File: config.mk
export PLATFORM = sky130hd
export DESIGN_NAME = spi_flash_arbiter
export DESIGN_NICKNAME = d
export VERILOG_FILES = /design/src/rtl/spi_arb_pkg.sv /design/src/rtl/spi_arb_rr2.sv /design/src/rtl/spi_flash_arbiter.sv
export SDC_FILE = /design/constraint.sdc
export NUM_CORES = 1
export LEC_CHECK = 0
export ABC_AREA = 1
export CAP_MARGIN = 5
export CORE_MARGIN = 3
export CORE_UTILIZATION = 40
export DETAILED_ROUTE_END_ITERATION = 10
export GPL_ROUTABILITY_DRIVEN = 0
export MAX_ROUTING_LAYER = met4
export PLACE_DENSITY = 0.77
export SETUP_SLACK_MARGIN = 0.5
export SYNTH_ARGS = -nofsm -noshare
export SYNTH_HDL_FRONTEND = slang
export SYNTH_SLANG_ARGS = --single-unit
File: constraint.sdc
create_clock -name clk -period 3.55 [get_ports clk]
set_input_delay 0.355 -clock clk [delete_from_list [all_inputs] [get_ports clk]]
set_output_delay 0.355 -clock clk [all_outputs]
set_load 0.02 [all_outputs]
File: src/rtl/spi_arb_pkg.sv
// spi_arb_pkg
//   Shared definitions for the two-master SPI flash arbiter:
//   - arb_state_t : arbiter FSM states
//   - M_DFU/M_AUX : master index constants (0 = DFU core, 1 = auxiliary reader)
//   - *_IDLE      : pin levels driven while no master owns the flash
package spi_arb_pkg;

  typedef enum logic [1:0] {
    ST_IDLE   = 2'd0,
    ST_GRANT0 = 2'd1,
    ST_GRANT1 = 2'd2,
    ST_GUARD  = 2'd3
  } arb_state_t;

  localparam logic M_DFU = 1'b0;
  localparam logic M_AUX = 1'b1;

  localparam logic CSEL_IDLE = 1'b1;
  localparam logic SCLK_IDLE = 1'b0;
  localparam logic MOSI_IDLE = 1'b0;
  localparam logic MISO_IDLE = 1'b1;

endpackage

File: src/rtl/spi_arb_rr2.sv
// spi_arb_rr2
//   Two-way round-robin pick, purely combinational.
//   Ports:
//     req0, req1  : request lines of master 0 / master 1
//     last_owner  : index of the master that held the bus most recently
//     valid       : at least one request is pending
//     pick        : index of the master to grant (meaningful only when valid)
module spi_arb_rr2
  import spi_arb_pkg::*;
(
  input  logic req0,
  input  logic req1,
  input  logic last_owner,
  output logic valid,
  output logic pick
);

  assign valid = req0 | req1;

  // On a tie the master that did not own the bus last goes first.
  always_comb begin
    pick = M_DFU;
    if (req0 && req1) begin
      pick = ~last_owner;
    end else if (req1) begin
      pick = M_AUX;
    end
  end

endmodule

File: src/rtl/spi_flash_arbiter.sv
// spi_flash_arbiter
//   Shares the configuration SPI flash between the DFU core (master 0) and a
//   secondary reader (master 1). Whole transactions are granted (csel low to
//   csel high), a deselect guard gap separates owners, and over-long
//   ownership is flagged.
//   Ports:
//     clk, reset                  : system clock, async active-high reset
//     mN_req / mN_gnt             : request in, registered grant out
//     mN_csel/mN_sclk/mN_mosi     : SPI outputs of master N
//     mN_miso                     : flash_miso when master N is granted, else 1
//     flash_csel/sclk/mosi/miso   : flash pins (flash_sclk feeds USRMCLKI)
//     busy                        : arbiter is not idle
//     owner                       : current or most recent grantee
//     hold_overrun                : sticky flag, a grant lasted HOLD_LIMIT cycles
module spi_flash_arbiter
  import spi_arb_pkg::*;
#(
  parameter int GUARD_CYCLES = 4,
  parameter int HOLD_LIMIT   = 0,
  parameter int CNT_W        = 24
) (
  input  logic clk,
  input  logic reset,
  input  logic m0_req,
  output logic m0_gnt,
  input  logic m0_csel,
  input  logic m0_sclk,
  input  logic m0_mosi,
  output logic m0_miso,
  input  logic m1_req,
  output logic m1_gnt,
  input  logic m1_csel,
  input  logic m1_sclk,
  input  logic m1_mosi,
  output logic m1_miso,
  output logic flash_csel,
  output logic flash_sclk,
  output logic flash_mosi,
  input  logic flash_miso,
  output logic busy,
  output logic owner,
  output logic hold_overrun
);

  // A zero-cycle guard still needs a legal 1-bit counter; it is never loaded then.
  localparam int GW = (GUARD_CYCLES > 0) ? $clog2(GUARD_CYCLES + 1) : 1;
  localparam logic [GW-1:0]    GUARD_LOAD = GW'(GUARD_CYCLES - 1);
  localparam logic [CNT_W-1:0] HOLD_MATCH = CNT_W'(HOLD_LIMIT - 1);

  arb_state_t       state_q, state_d;
  logic             last_owner_q, last_owner_d;
  logic             owner_q, owner_d;
  logic [GW-1:0]    guard_cnt_q, guard_cnt_d;
  logic [CNT_W-1:0] hold_cnt_q, hold_cnt_d;
  logic             hold_overrun_q, hold_overrun_d;

  logic rr_valid;
  logic rr_pick;
  logic cur_idx;
  logic cur_req;
  logic cur_csel;

  spi_arb_rr2 u_rr (
    .req0       (m0_req),
    .req1       (m1_req),
    .last_owner (last_owner_q),
    .valid      (rr_valid),
    .pick       (rr_pick)
  );

  // Request/csel of whichever master currently holds the grant.
  assign cur_idx  = (state_q == ST_GRANT1);
  assign cur_req  = cur_idx ? m1_req  : m0_req;
  assign cur_csel = cur_idx ? m1_csel : m0_csel;

  // Release needs both req low and csel high, so a flash command is never cut.
  always_comb begin
    state_d        = state_q;
    last_owner_d   = last_owner_q;
    owner_d        = owner_q;
    guard_cnt_d    = guard_cnt_q;
    hold_cnt_d     = hold_cnt_q;
    hold_overrun_d = hold_overrun_q;
    case (state_q)
      ST_IDLE: begin
        if (rr_valid) begin
          state_d    = rr_pick ? ST_GRANT1 : ST_GRANT0;
          owner_d    = rr_pick;
          hold_cnt_d = '0;
        end
      end
      ST_GRANT0, ST_GRANT1: begin
        if (hold_cnt_q != '1) begin
          hold_cnt_d = hold_cnt_q + 1'b1;
        end
        if ((HOLD_LIMIT != 0) && (hold_cnt_q == HOLD_MATCH)) begin
          hold_overrun_d = 1'b1;
        end
        if (!cur_req && cur_csel) begin
          last_owner_d = cur_idx;
          if (GUARD_CYCLES == 0) begin
            state_d = ST_IDLE;
          end else begin
            state_d     = ST_GUARD;
            guard_cnt_d = GUARD_LOAD;
          end
        end
      end
      ST_GUARD: begin
        if (guard_cnt_q == '0) begin
          state_d = ST_IDLE;
        end else begin
          guard_cnt_d = guard_cnt_q - 1'b1;
        end
      end
      default: state_d = ST_IDLE;
    endcase
  end

  // last_owner and owner reset to 1 so master 0 wins the first tie.
  always_ff @(posedge clk or posedge reset) begin
    if (reset) begin
      state_q        <= ST_IDLE;
      last_owner_q   <= M_AUX;
      owner_q        <= M_AUX;
      guard_cnt_q    <= '0;
      hold_cnt_q     <= '0;
      hold_overrun_q <= 1'b0;
    end else begin
      state_q        <= state_d;
      last_owner_q   <= last_owner_d;
      owner_q        <= owner_d;
      guard_cnt_q    <= guard_cnt_d;
      hold_cnt_q     <= hold_cnt_d;
      hold_overrun_q <= hold_overrun_d;
    end
  end

  // Pin mux decodes the registered state only, so SPI signals pass with no
  // added latency and the flash deselects as soon as reset asserts.
  always_comb begin
    flash_csel = CSEL_IDLE;
    flash_sclk = SCLK_IDLE;
    flash_mosi = MOSI_IDLE;
    m0_miso    = MISO_IDLE;
    m1_miso    = MISO_IDLE;
    case (state_q)
      ST_GRANT0: begin
        flash_csel = m0_csel;
        flash_sclk = m0_sclk;
        flash_mosi = m0_mosi;
        m0_miso    = flash_miso;
      end
      ST_GRANT1: begin
        flash_csel = m1_csel;
        flash_sclk = m1_sclk;
        flash_mosi = m1_mosi;
        m1_miso    = flash_miso;
      end
      default: ;
    endcase
  end

  assign m0_gnt       = (state_q == ST_GRANT0);
  assign m1_gnt       = (state_q == ST_GRANT1);
  assign busy         = (state_q != ST_IDLE);
  assign owner        = owner_q;
  assign hold_overrun = hold_overrun_q;

endmodule
==> summary.md, run 1 <==
| Metric | Value |
|---|---|
| Synth Register Bits | 7 |
| Clk slew on worst S/H paths | 0.05 ns |
| Commonest cells post-synth | 33 x nand2_1, 14 x inv_1, 8 x ha_1 |
| Total via count in the routed design | 576 |
| Post-CTS Hold Fix Bufs | 0 |
| Gr ovfl total | 0 |
| Tot GR Track Use | 0.168 |
| CTS tree | built |
| Startpoint types | flip-flop |
| Hold crit path type | in -> async |
| VDD IR max | 457 µV |
| Asr flop ratio synth | 1.00 |
| H-tree lvl count | 1 |
| Period utilization | 0.674 |
| Standard-cell rows | 13 |
| Sequential area share after synthesis | 0.290 |
| Remaining DRCs | 0 |
| Leak Pwr | 0.447 nW |
| Share of the synthesized area in the top cell type | 0.204 |
| Initial antenna violation count | 0 |
| Setup tns final | 0 ns |
| Worst Path Max Fanout | 5 |
| Layout cell share with drive strength beyond 1 | 0.118 |
| Global-route wire length before repair | 2420 µm |
| PortBufs | 19 |
| Largest net degree at the start of global routing | 9 |
| I/O pin total | 21 |
| Die span in y | 45.2 µm |
| Synth Instances | 88 |
| CP Data Arrival Time | 2.04 ns |
| Initial core utilization | 0.449 |
| DR vias/cell | 4.61 |
| Fmax | 418 MHz |
| Cell area after synthesis | 613 µm² |
| Total of max-cap violations | 0 |
| Synth Warn # | 0 |
| Clk_lat worst skew | 0.25 ns |
| Postcts setup bufs | 0 |
| Unique masters post-synth | 19 |
| 1st-iter DRT viols | 19 |
| Hold Vio Cnt, Final | 0 |
| CP required | 3.19 ns |
| Syn nets | 107 |
| Final net count | 130 |
| Antenna viol nets, final | 0 |
| Finished Core Util | 0.615 |
| Pre-Repair DR Iteration Count | 4 |
| ANT cells | 0 |
| R2R setup slack | 1.99 ns |
| Post_cts resized | 0 |
| Clock root buffer | clkbuf_4 |
| Top cells by area, synth | dfrtp_1 20%, nand2_1 20%, ha_1 16%, dfstp_2 8.6%, inv_1 8.6% |
| Post-synth top area cell | dfrtp_1 |
| Die area | 2040 µm² |
| Final setup viols | 0 |
| Clock buffer count from CTS | 3 |
| R2R Path Start | state_q[0] |
| RSZ-0062 raised after global routing | no |
| CTS Sinks | 7 |
| EDFF count, synth | 0 |
| Drt wl/cell | 11.3 µm |
| Die W | 45.2 µm |
| Power Dens Cells | 977 nW/µm² |
| Crit path kind | reg -> out |
| Main synth FF type | dfrtp_1 |
| FF-to-FF path depth | 10 |
| Hpwl dp | 1140 µm |
| Vias in the first global route | 541 |
| P&R area growth vs syn | 37.1% |
| Total wire length | 1410 µm |
| Syn avg cell area | 6.97 µm² |
| CP Capture Type | primary output |
| Clk_skew | 0.00105 ns |
| FF-to-FF End | state_q[0] |
| Maximum root-to-sink buffer count | 2 |
| Fin. max-slew vios | 0 |
| Most frequent cell after synthesis | nand2_1 |
| Status | finished clean |
| Core footprint | 1370 µm² |
| Minimum clock period | 2.39 ns |
[how the worst max path moves through the flow]
stage | startpoint | to | slack [ns] | cells after the start
finish | state_q[1] | flash_mosi | 1.16 | 5
global route | state_q[1] | flash_mosi | 1.04 | 5
CTS | state_q[1] | flash_sclk | 1.13 | 5
detailed placement | state_q[1] | flash_sclk | 1.40 | 5
global placement | state_q[1] | flash_sclk | 1.50 | 5
floorplan | state_q[0] | flash_mosi | 1.90 | 4
[worst max-delay path: stages, from the launching register on]
cell             delay (ns)
dfrtp_1                0.42
inv_1                  0.11
ha_1                   0.42
inv_2                  0.10
a21oi_1                0.13
clkdlybuf4s50_1        0.61
[through the flow]
step	area, µm²	std cells	worst slack, ns	hold WS [ns]	power (W)
finish	841	125	1.16	0.343	0.000822
global route	841	125	1.04	0.344	0.000912
CTS	841	125	1.13	0.347	0.000832
detailed placement	815	121	1.40	0.468	0.000751
global placement	815	121	1.50	0.454	0.000730
floorplan	613	88	1.90	0.157	0.000565
[flip-flops by register name, indices dropped and copies added, names as in the netlist]
register / cells
guard_cnt_q: 3
state_q: 2
last_owner_q: 1
owner: 1
[area by class of cell]
class | count | area, µm²
clock buffers | 4 | 26.3
fillers | 132 | 526
repair buffers | 19 | 190
well taps | 15 | 18.8
multi-input cells | 65 | 372
flip-flops and latches | 7 | 178
inverters | 15 | 56.3
[layer usage]
| layer | track usage | up-vias | part of all wire |
|---|---|---|---|
| met5 | - | - | 0 |
| met3 | 0.0598 | 0 | 0.056 |
| met2 | 0.249 | 14 | 0.49 |
| met4 | 0.0351 | 0 | 0 |
| met1 | 0.219 | 253 | 0.46 |
| li1 | - | 309 | - |
[power breakdown]
| part | internal (W) | total, W | switching, W |
|---|---|---|---|
| Sequential | 0.000130 | 0.000160 | 0.0000303 |
| Clock | 0.0000429 | 0.0000729 | 0.0000300 |
| Combinational | 0.000239 | 0.000588 | 0.000349 |
[placed cells by master (no fill, tap or decap)]
master | netlist | routed
a21oi_1 | 2 | 2
nand2_1 | 33 | 33
clkdlybuf4s50_1 | 0 | 19
dfrtp_1 | 5 | 5
ha_1 | 8 | 8
xor2_1 | 1 | 1
conb_1 | 1 | 1
clkbuf_1 | 0 | 1
nand3_1 | 6 | 6
nand2_4 | 1 | 1
nor2_2 | 1 | 1
o21ai_4 | 1 | 1
clkbuf_4 | 0 | 3
inv_2 | 1 | 1
nand4_1 | 1 | 1
nor2_1 | 2 | 2
dfstp_2 | 2 | 2
nand2_2 | 3 | 3
o21ai_2 | 1 | 1
inv_1 | 14 | 14
o21ai_0 | 4 | 4
[cell families after synthesis]
group | after synthesis | share of synthesized area
AND/OR/NAND/NOR | 47 | 0.333
buffers and inverters | 16 | 0.104
flip-flops | 7 | 0.290
XOR/XNOR | 1 | 0.0143
AO/OA/AOI/OAI | 8 | 0.0898
other | 1 | 0.00612
adder cells (fa/ha/maj) | 8 | 0.163
Note: power is estimated with default switching activity, not from simulation.
==> inputs of run 2 (changes only) <==
--- a/config.mk
+++ b/config.mk
@@ -8,11 +8,11 @@
 export ABC_AREA = 1
 export CAP_MARGIN = 5
 export CORE_MARGIN = 3
-export CORE_UTILIZATION = 40
+export CORE_UTILIZATION = 39
 export DETAILED_ROUTE_END_ITERATION = 10
 export GPL_ROUTABILITY_DRIVEN = 0
 export MAX_ROUTING_LAYER = met4
-export PLACE_DENSITY = 0.77
+export PLACE_DENSITY = 0.78
 export SETUP_SLACK_MARGIN = 0.5
 export SYNTH_ARGS = -nofsm -noshare
 export SYNTH_HDL_FRONTEND = slang
==> constraint.sdc (replaced) <==
create_clock -name clk -period 2.2 [get_ports clk]
set_input_delay 0.22 -clock clk [delete_from_list [all_inputs] [get_ports clk]]
set_output_delay 0.22 -clock clk [all_outputs]
set_load 0.02 [all_outputs]
==> run 2 against run 1 <==
Net effect: die area rose by 2.2%; hold slack got worse by 0.13 ns; worst setup slack got worse by 0.58 ns; combinational power rose by 70%; first-iteration DRC count fell by 79%.
==> summary.md, run 2 (synthesized netlist as in run 1, its figures left out) <==
| Metric | Value |
|---|---|
| Clock root buffer | clkbuf_4 |
| Final setup viols | 0 (unchanged) |
| Pre-Repair DR Iteration Count | 3 (-1) |
| Critical path's slowest cell | dfrtp_1 |
| Total via count in the routed design | 606 (+5.2%) |
| CTS tree | built |
| Initial antenna violation count | 0 (unchanged) |
| Hold crit path type | in -> async |
| VDD IR max | 811 µV (+77%) |
| Status | finished clean |
| Setup tns final | 0 ns (unchanged) |
| Fmax | 616 MHz |
| DR vias/cell | 4.73 (+2.7%) |
| H-tree lvl count | 1 (unchanged) |
| CP Capture Type | primary output |
| RSZ-0062 raised after global routing | no |
| P&R area growth vs syn | 42.7% |
| Commonest non-fill, non-tap cell in the layout | nand2_1 |
| Antenna viol nets, final | 0 (unchanged) |
| Die span in y | 45.7 µm (+1.1%) |
| CTS Sinks | 7 (unchanged) |
| Post-Place Worst Slack | 0.221 ns (-1.18 ns) |
| R2R setup slack | 0.72 ns (-1.27 ns) |
| PortBufs | 19 (unchanged) |
| Total wire length | 1420 µm (+0.43%) |
| ANT cells | 0 (unchanged) |
| Hold Vio Cnt, Final | 0 (unchanged) |
| Tot GR Track Use | 0.173 (+0.00543) |
| Die W | 45.7 µm (+1.1%) |
| Fin. max-slew vios | 0 (unchanged) |
| Reg with most FFs | guard_cnt_q |
| Clk_skew | 0.00228 ns (+0.00123 ns) |
| Vias in the first global route | 571 (+5.5%) |
| Remaining DRCs | 0 (unchanged) |
| Setup ws final | 0.577 ns (-0.580 ns) |
| CP dominant cell by count | inv_2 |
| Worst Path Max Fanout | 5 (unchanged) |
| CP required | 1.98 ns (-1.21 ns) |
| Slowest Stage Delay on Critical Path | 0.38 ns (-0.23 ns) |
| Clk_lat worst skew | 0.25 ns (about the same) |
| Clk slew on worst S/H paths | 0.05 ns (about the same) |
| Leak Pwr | 0.466 nW (+4.2%) |
| Maximum root-to-sink buffer count | 2 (unchanged) |
| Crit-path cells | inv_2, ha_4, inv_2, a21oi_1, clkbuf_2 |
| Largest net degree at the start of global routing | 9 (unchanged) |
| Standard-cell rows | 13 (unchanged) |
| Minimum clock period | 1.62 ns |
| Clock buffer count from CTS | 3 (unchanged) |
| 1st-iter DRT viols | 4 (-15) |
| Hpwl dp | 1160 µm (+1.7%) |
| Period utilization | 0.738 |
| Power Dens Cells | 1560 nW/µm² (+60%) |
| Layout cell share with drive strength beyond 1 | 0.221 (+0.103) |
| Number of flip-flops in the largest register | 3 (unchanged) |
| Total of max-cap violations | 0 (unchanged) |
| Fillers | 144 (+9.1%) |
| Drt wl/cell | 11.1 µm (-1.9%) |
| Most frequent cells in the layout | 33 x nand2_1, 12 x inv_1, 11 x clkdlybuf4s50_1, 6 x nand3_1 |
| CP Data Arrival Time | 1.40 ns (-0.64 ns) |
| Design Power | 0.00136 W (+66%) |
| Core footprint | 1380 µm² (+1.2%) |
| Post-CTS Hold Fix Bufs | 0 (unchanged) |
| Final net count | 133 (+2.3%) |
| Crit path kind | reg -> out |
| Top flop regs | guard_cnt_q x3, state_q x2 |
| Initial core utilization | 0.443 (-0.00528) |
| Gr ovfl total | 0 (unchanged) |
| I/O pin total | 21 (unchanged) |
| Die area | 2080 µm² (+2.2%) |
| Global-route wire length before repair | 2470 µm (+2.3%) |
| Startpoint types | flip-flop |
[run 2: area by class of cell]
| type | instances | area, µm² | area share |
|---|---|---|---|
| clock buffer | 4 | 26.3 | 0.0300 |
| inverter | 15 | 56.3 | 0.0644 |
| timing repair buffer | 22 | 194 | 0.222 |
| sequential | 7 | 178 | 0.203 |
| tap | 15 | 18.8 | 0.0215 |
| multi-input combinational | 65 | 402 | 0.459 |
[run 2: critical path: cells and delay by family, from the launching register on]
family                     cells  cell delay, ns
AOI/OAI and AO/OA              1            0.12
adders and majority gates      1            0.31
DFF                            1            0.38
buffers and inverters          3            0.34
[run 2: stage by stage]
step                hold WS (ns)  instance area (µm²)   util  cells
floorplan                 0.0219                  613      -     88
global placement           0.454                  815  0.589    121
detailed placement         0.464                  815  0.589    121
CTS                        0.211                  871  0.630    127
global route               0.214                  875  0.633    128
finish                     0.212                  875  0.633    128
[run 2: final timing paths]
| path | start | endpoint | cells after the start |
|---|---|---|---|
| worst min register to register | guard_cnt_q[0] | guard_cnt_q[0] | 2 |
| max in group asynchronous | reset | last_owner_q | 2 |
| worst max register to register | state_q[1] | state_q[0] | 10 |
| worst min-delay path | reset | guard_cnt_q[2] | 2 |
| worst max-delay path | state_q[1] | flash_sclk | 5 |
| min in group clk | guard_cnt_q[0] | guard_cnt_q[0] | 2 |
[run 2: timing repair]
item,in CTS,in global routing
resized for setup,19,5
endpoints found under the setup margin,8,4
buffers inserted,2,1
[run 2: per-layer routing]
metal / track usage / routed length (µm) / vias up
met5: - / 0 / -
met4: 0.0585 / 53 / 0
met3: 0.0711 / 75 / 6
met2: 0.245 / 650 / 14
met1: 0.220 / 636 / 267
li1: - / - / 319
[run 2: power breakdown]
group / leakage [nW] / internal [W] / total (W) / switching, W
Clock: 0.0150 / 0.0000689 / 0.000112 / 0.0000434
Sequential: 0.0819 / 0.000210 / 0.000250 / 0.0000396
Combinational: 0.369 / 0.000403 / 0.00100 / 0.000598
==> inputs of run 3 (changes only) <==
--- a/config.mk
+++ b/config.mk
@@ -8,11 +8,11 @@
 export ABC_AREA = 1
 export CAP_MARGIN = 5
 export CORE_MARGIN = 3
-export CORE_UTILIZATION = 39
+export CORE_UTILIZATION = 40
 export DETAILED_ROUTE_END_ITERATION = 10
 export GPL_ROUTABILITY_DRIVEN = 0
 export MAX_ROUTING_LAYER = met4
-export PLACE_DENSITY = 0.78
+export PLACE_DENSITY = 0.77
 export SETUP_SLACK_MARGIN = 0.5
 export SYNTH_ARGS = -nofsm -noshare
 export SYNTH_HDL_FRONTEND = slang
==> constraint.sdc (replaced) <==
create_clock -name clk -period 1.7 [get_ports clk]
set_input_delay 0.17 -clock clk [delete_from_list [all_inputs] [get_ports clk]]
set_output_delay 0.17 -clock clk [all_outputs]
set_load 0.02 [all_outputs]
==> run 3 against run 2 <==
Net effect: clock skew grew 0.0025 ns; total power grew 71%; critical path type is now reg -> reg; clock power grew 41%; sequential power grew 32%; largest cell class unchanged.
==> summary.md, run 3 (synthesized netlist as in run 1, its figures left out) <==
| Metric | Value |
|---|---|
| Final setup viols | 0 (unchanged) |
| Post-CTS Hold Fix Bufs | 0 (unchanged) |
| Pre-Repair DR Iteration Count | 4 (+1) |
| Fmax | 642 MHz |
| Register Area | 179 µm² (+0.70%) |
| Largest net degree at the start of global routing | 9 (unchanged) |
| R2R setup slack | 0.14 ns (-0.58 ns) |
| Clock root buffer | clkbuf_4 |
| VDD IR max | 1420 µV (+76%) |
| P&R area growth vs syn | 77.3% |
| Setup ws final | 0.142 ns (-0.435 ns) |
| Total via count in the routed design | 678 (+12%) |
| Commonest non-fill, non-tap cell in the layout | nand2_1 |
| Hold crit path type | in -> async |
| Antenna viol nets, final | 0 (unchanged) |
| Most frequent cells in the layout | 28 x nand2_1, 11 x inv_1, 11 x buf_6, 10 x clkdlybuf4s50_1, 9 x buf_4 |
| ANT cells | 0 (unchanged) |
| Status | finished clean |
| Worst Path Max Fanout | 8 (+3) |
| CP Capture Type | flip-flop |
| Number of flip-flops in the largest register | 3 (unchanged) |
| Setup tns final | 0 ns (unchanged) |
| CTS Sinks | 7 (unchanged) |
| I/O pin total | 21 (unchanged) |
| CTS tree | built |
| Vias in the first global route | 673 (+18%) |
| Gr ovfl total | 0 (unchanged) |
| Drt wl/cell | 12.7 µm (+15%) |
| Initial core utilization | 0.449 (+0.00528) |
| Minimum clock period | 1.56 ns |
| Final Hold Slack | 0.133 ns (-0.0791 ns) |
| Total wire length | 1770 µm (+25%) |
| Power Dens Cells | 2150 nW/µm² (+38%) |
| Maximum root-to-sink buffer count | 2 (unchanged) |
| DR vias/cell | 4.88 (+3.0%) |
| Remaining DRCs | 0 (unchanged) |
| Startpoint types | flip-flop |
| Clk_lat worst skew | 0.26 ns (about the same) |
| Area occupied by multi-input gates | 498 µm² (+24%) |
| Post-Place Worst Slack | -0.0635 ns (-0.284 ns) |
| Die area | 2040 µm² (-2.2%) |
| Fin. max-slew vios | 0 (unchanged) |
| Reg with most FFs | guard_cnt_q |
| Finished Core Util | 0.796 (+0.163) |
| PortBufs | 19 (unchanged) |
| CP required | 1.85 ns (-0.13 ns) |
| FF-to-FF End | guard_cnt_q[1] |
| Core footprint | 1370 µm² (-1.2%) |
| R2R Path Start | state_q[1] |
| Global-route wire length before repair | 3080 µm (+25%) |
| Period utilization | 0.917 |
| Design Power | 0.00234 W (+71%) |
| Tot GR Track Use | 0.220 (+0.0466) |
| Initial antenna violation count | 0 (unchanged) |
| Die W | 45.2 µm (-1.1%) |
| Clk slew on worst S/H paths | 0.05 ns (about the same) |
| Top flop regs | guard_cnt_q x3, state_q x2 |
| Leak Pwr | 0.541 nW (+16%) |
| RSZ-0062 raised after global routing | yes |
| Layout cell share with drive strength beyond 1 | 0.452 (+0.230) |
| Hpwl dp | 1280 µm (+10%) |
| Total of max-cap violations | 0 (unchanged) |
| Clk_skew | 0.00480 ns (+0.00252 ns) |
| 1st-iter DRT viols | 22 (+18) |
| Final net count | 144 (+8.3%) |
| Die span in y | 45.2 µm (-1.1%) |
| FF-to-FF path depth | 11 (+1) |
| Standard-cell rows | 13 (unchanged) |
| CP Data Arrival Time | 1.71 ns (+0.31 ns) |
| H-tree lvl count | 1 (unchanged) |
| Hold Vio Cnt, Final | 0 (unchanged) |
| Crit path kind | reg -> reg |
| Fillers | 87 (-40%) |
| Clock buffer count from CTS | 3 (unchanged) |
## run 3: cell count changes in the layout (fill, tap and decap cells not counted), sizes merged
cell / change
clkbuf: -1
buf: +18
dlygate4sd2: -5
clkdlybuf4s50: -1
## run 3: layout make-up
type	instances	share of cell area
Clock buffer	4	0.0242
Inverter	15	0.0541
Multi-Input combinational cell	65	0.458
Sequential cell	7	0.165
Tap cell	15	0.0173
Timing Repair Buffer	33	0.282
## run 3: worst max-delay path by stage
stage                from             end  slack (ns)  cells after the start
6_report       state_q[1]  guard_cnt_q[1]        0.14                     11
5_1_grt        state_q[1]  guard_cnt_q[1]        0.07                     11
3_3_place_gp   state_q[0]      flash_sclk       -0.03                      5
2_1_floorplan  state_q[0]      state_q[1]        0.39                      9
3_5_place_dp   state_q[0]      flash_mosi       -0.06                      5
4_1_cts        state_q[0]      flash_mosi        0.17                      5
## run 3: through the flow
| step | instances | instance area [µm²] |
|---|---|---|
| 2_1_floorplan | 88 | 684 |
| 3_3_place_gp | 128 | 938 |
| 3_5_place_dp | 128 | 938 |
| 4_1_cts | 138 | 1070 |
| 5_1_grt | 139 | 1090 |
| 6_report | 139 | 1090 |
## run 3: power by group
part	internal, W	leakage, nW	total [W]	switching, W
clock network	0.0000900	0.0150	0.000158	0.0000680
logic	0.000842	0.446	0.00185	0.00101
registers	0.000275	0.0807	0.000331	0.0000566
total	0.00121	0.541	0.00234	0.00113
## run 3: worst max-delay path, stage by stage (launching register included)
cell and delay (ns):
dfrtp_2 0.41, buf_6 0.13, ha_4 0.17, buf_6 0.12, nand2_2 0.06, inv_2 0.04, nor2_4 0.10, nand2_2 0.08
nand2_4 0.12, nand2_2 0.09, nand2_1 0.07, nand2_1 0.05
## run 3: per-layer routing
| metal | GRT usage | wire, µm |
|---|---|---|
| met5 | - | 0 |
| met4 | 0.0702 | 67 |
| met3 | 0.0637 | 111 |
| met2 | 0.359 | 909 |
| met1 | 0.257 | 683 |
## run 3: repair_timing
action / in CTS / in global routing
endpoints found under the hold margin: 0 / 0
setup buffers: 6 / 1
pin swaps: 9 / 1
resized for setup: 64 / 4
endpoints found under the setup margin: 15 / 15
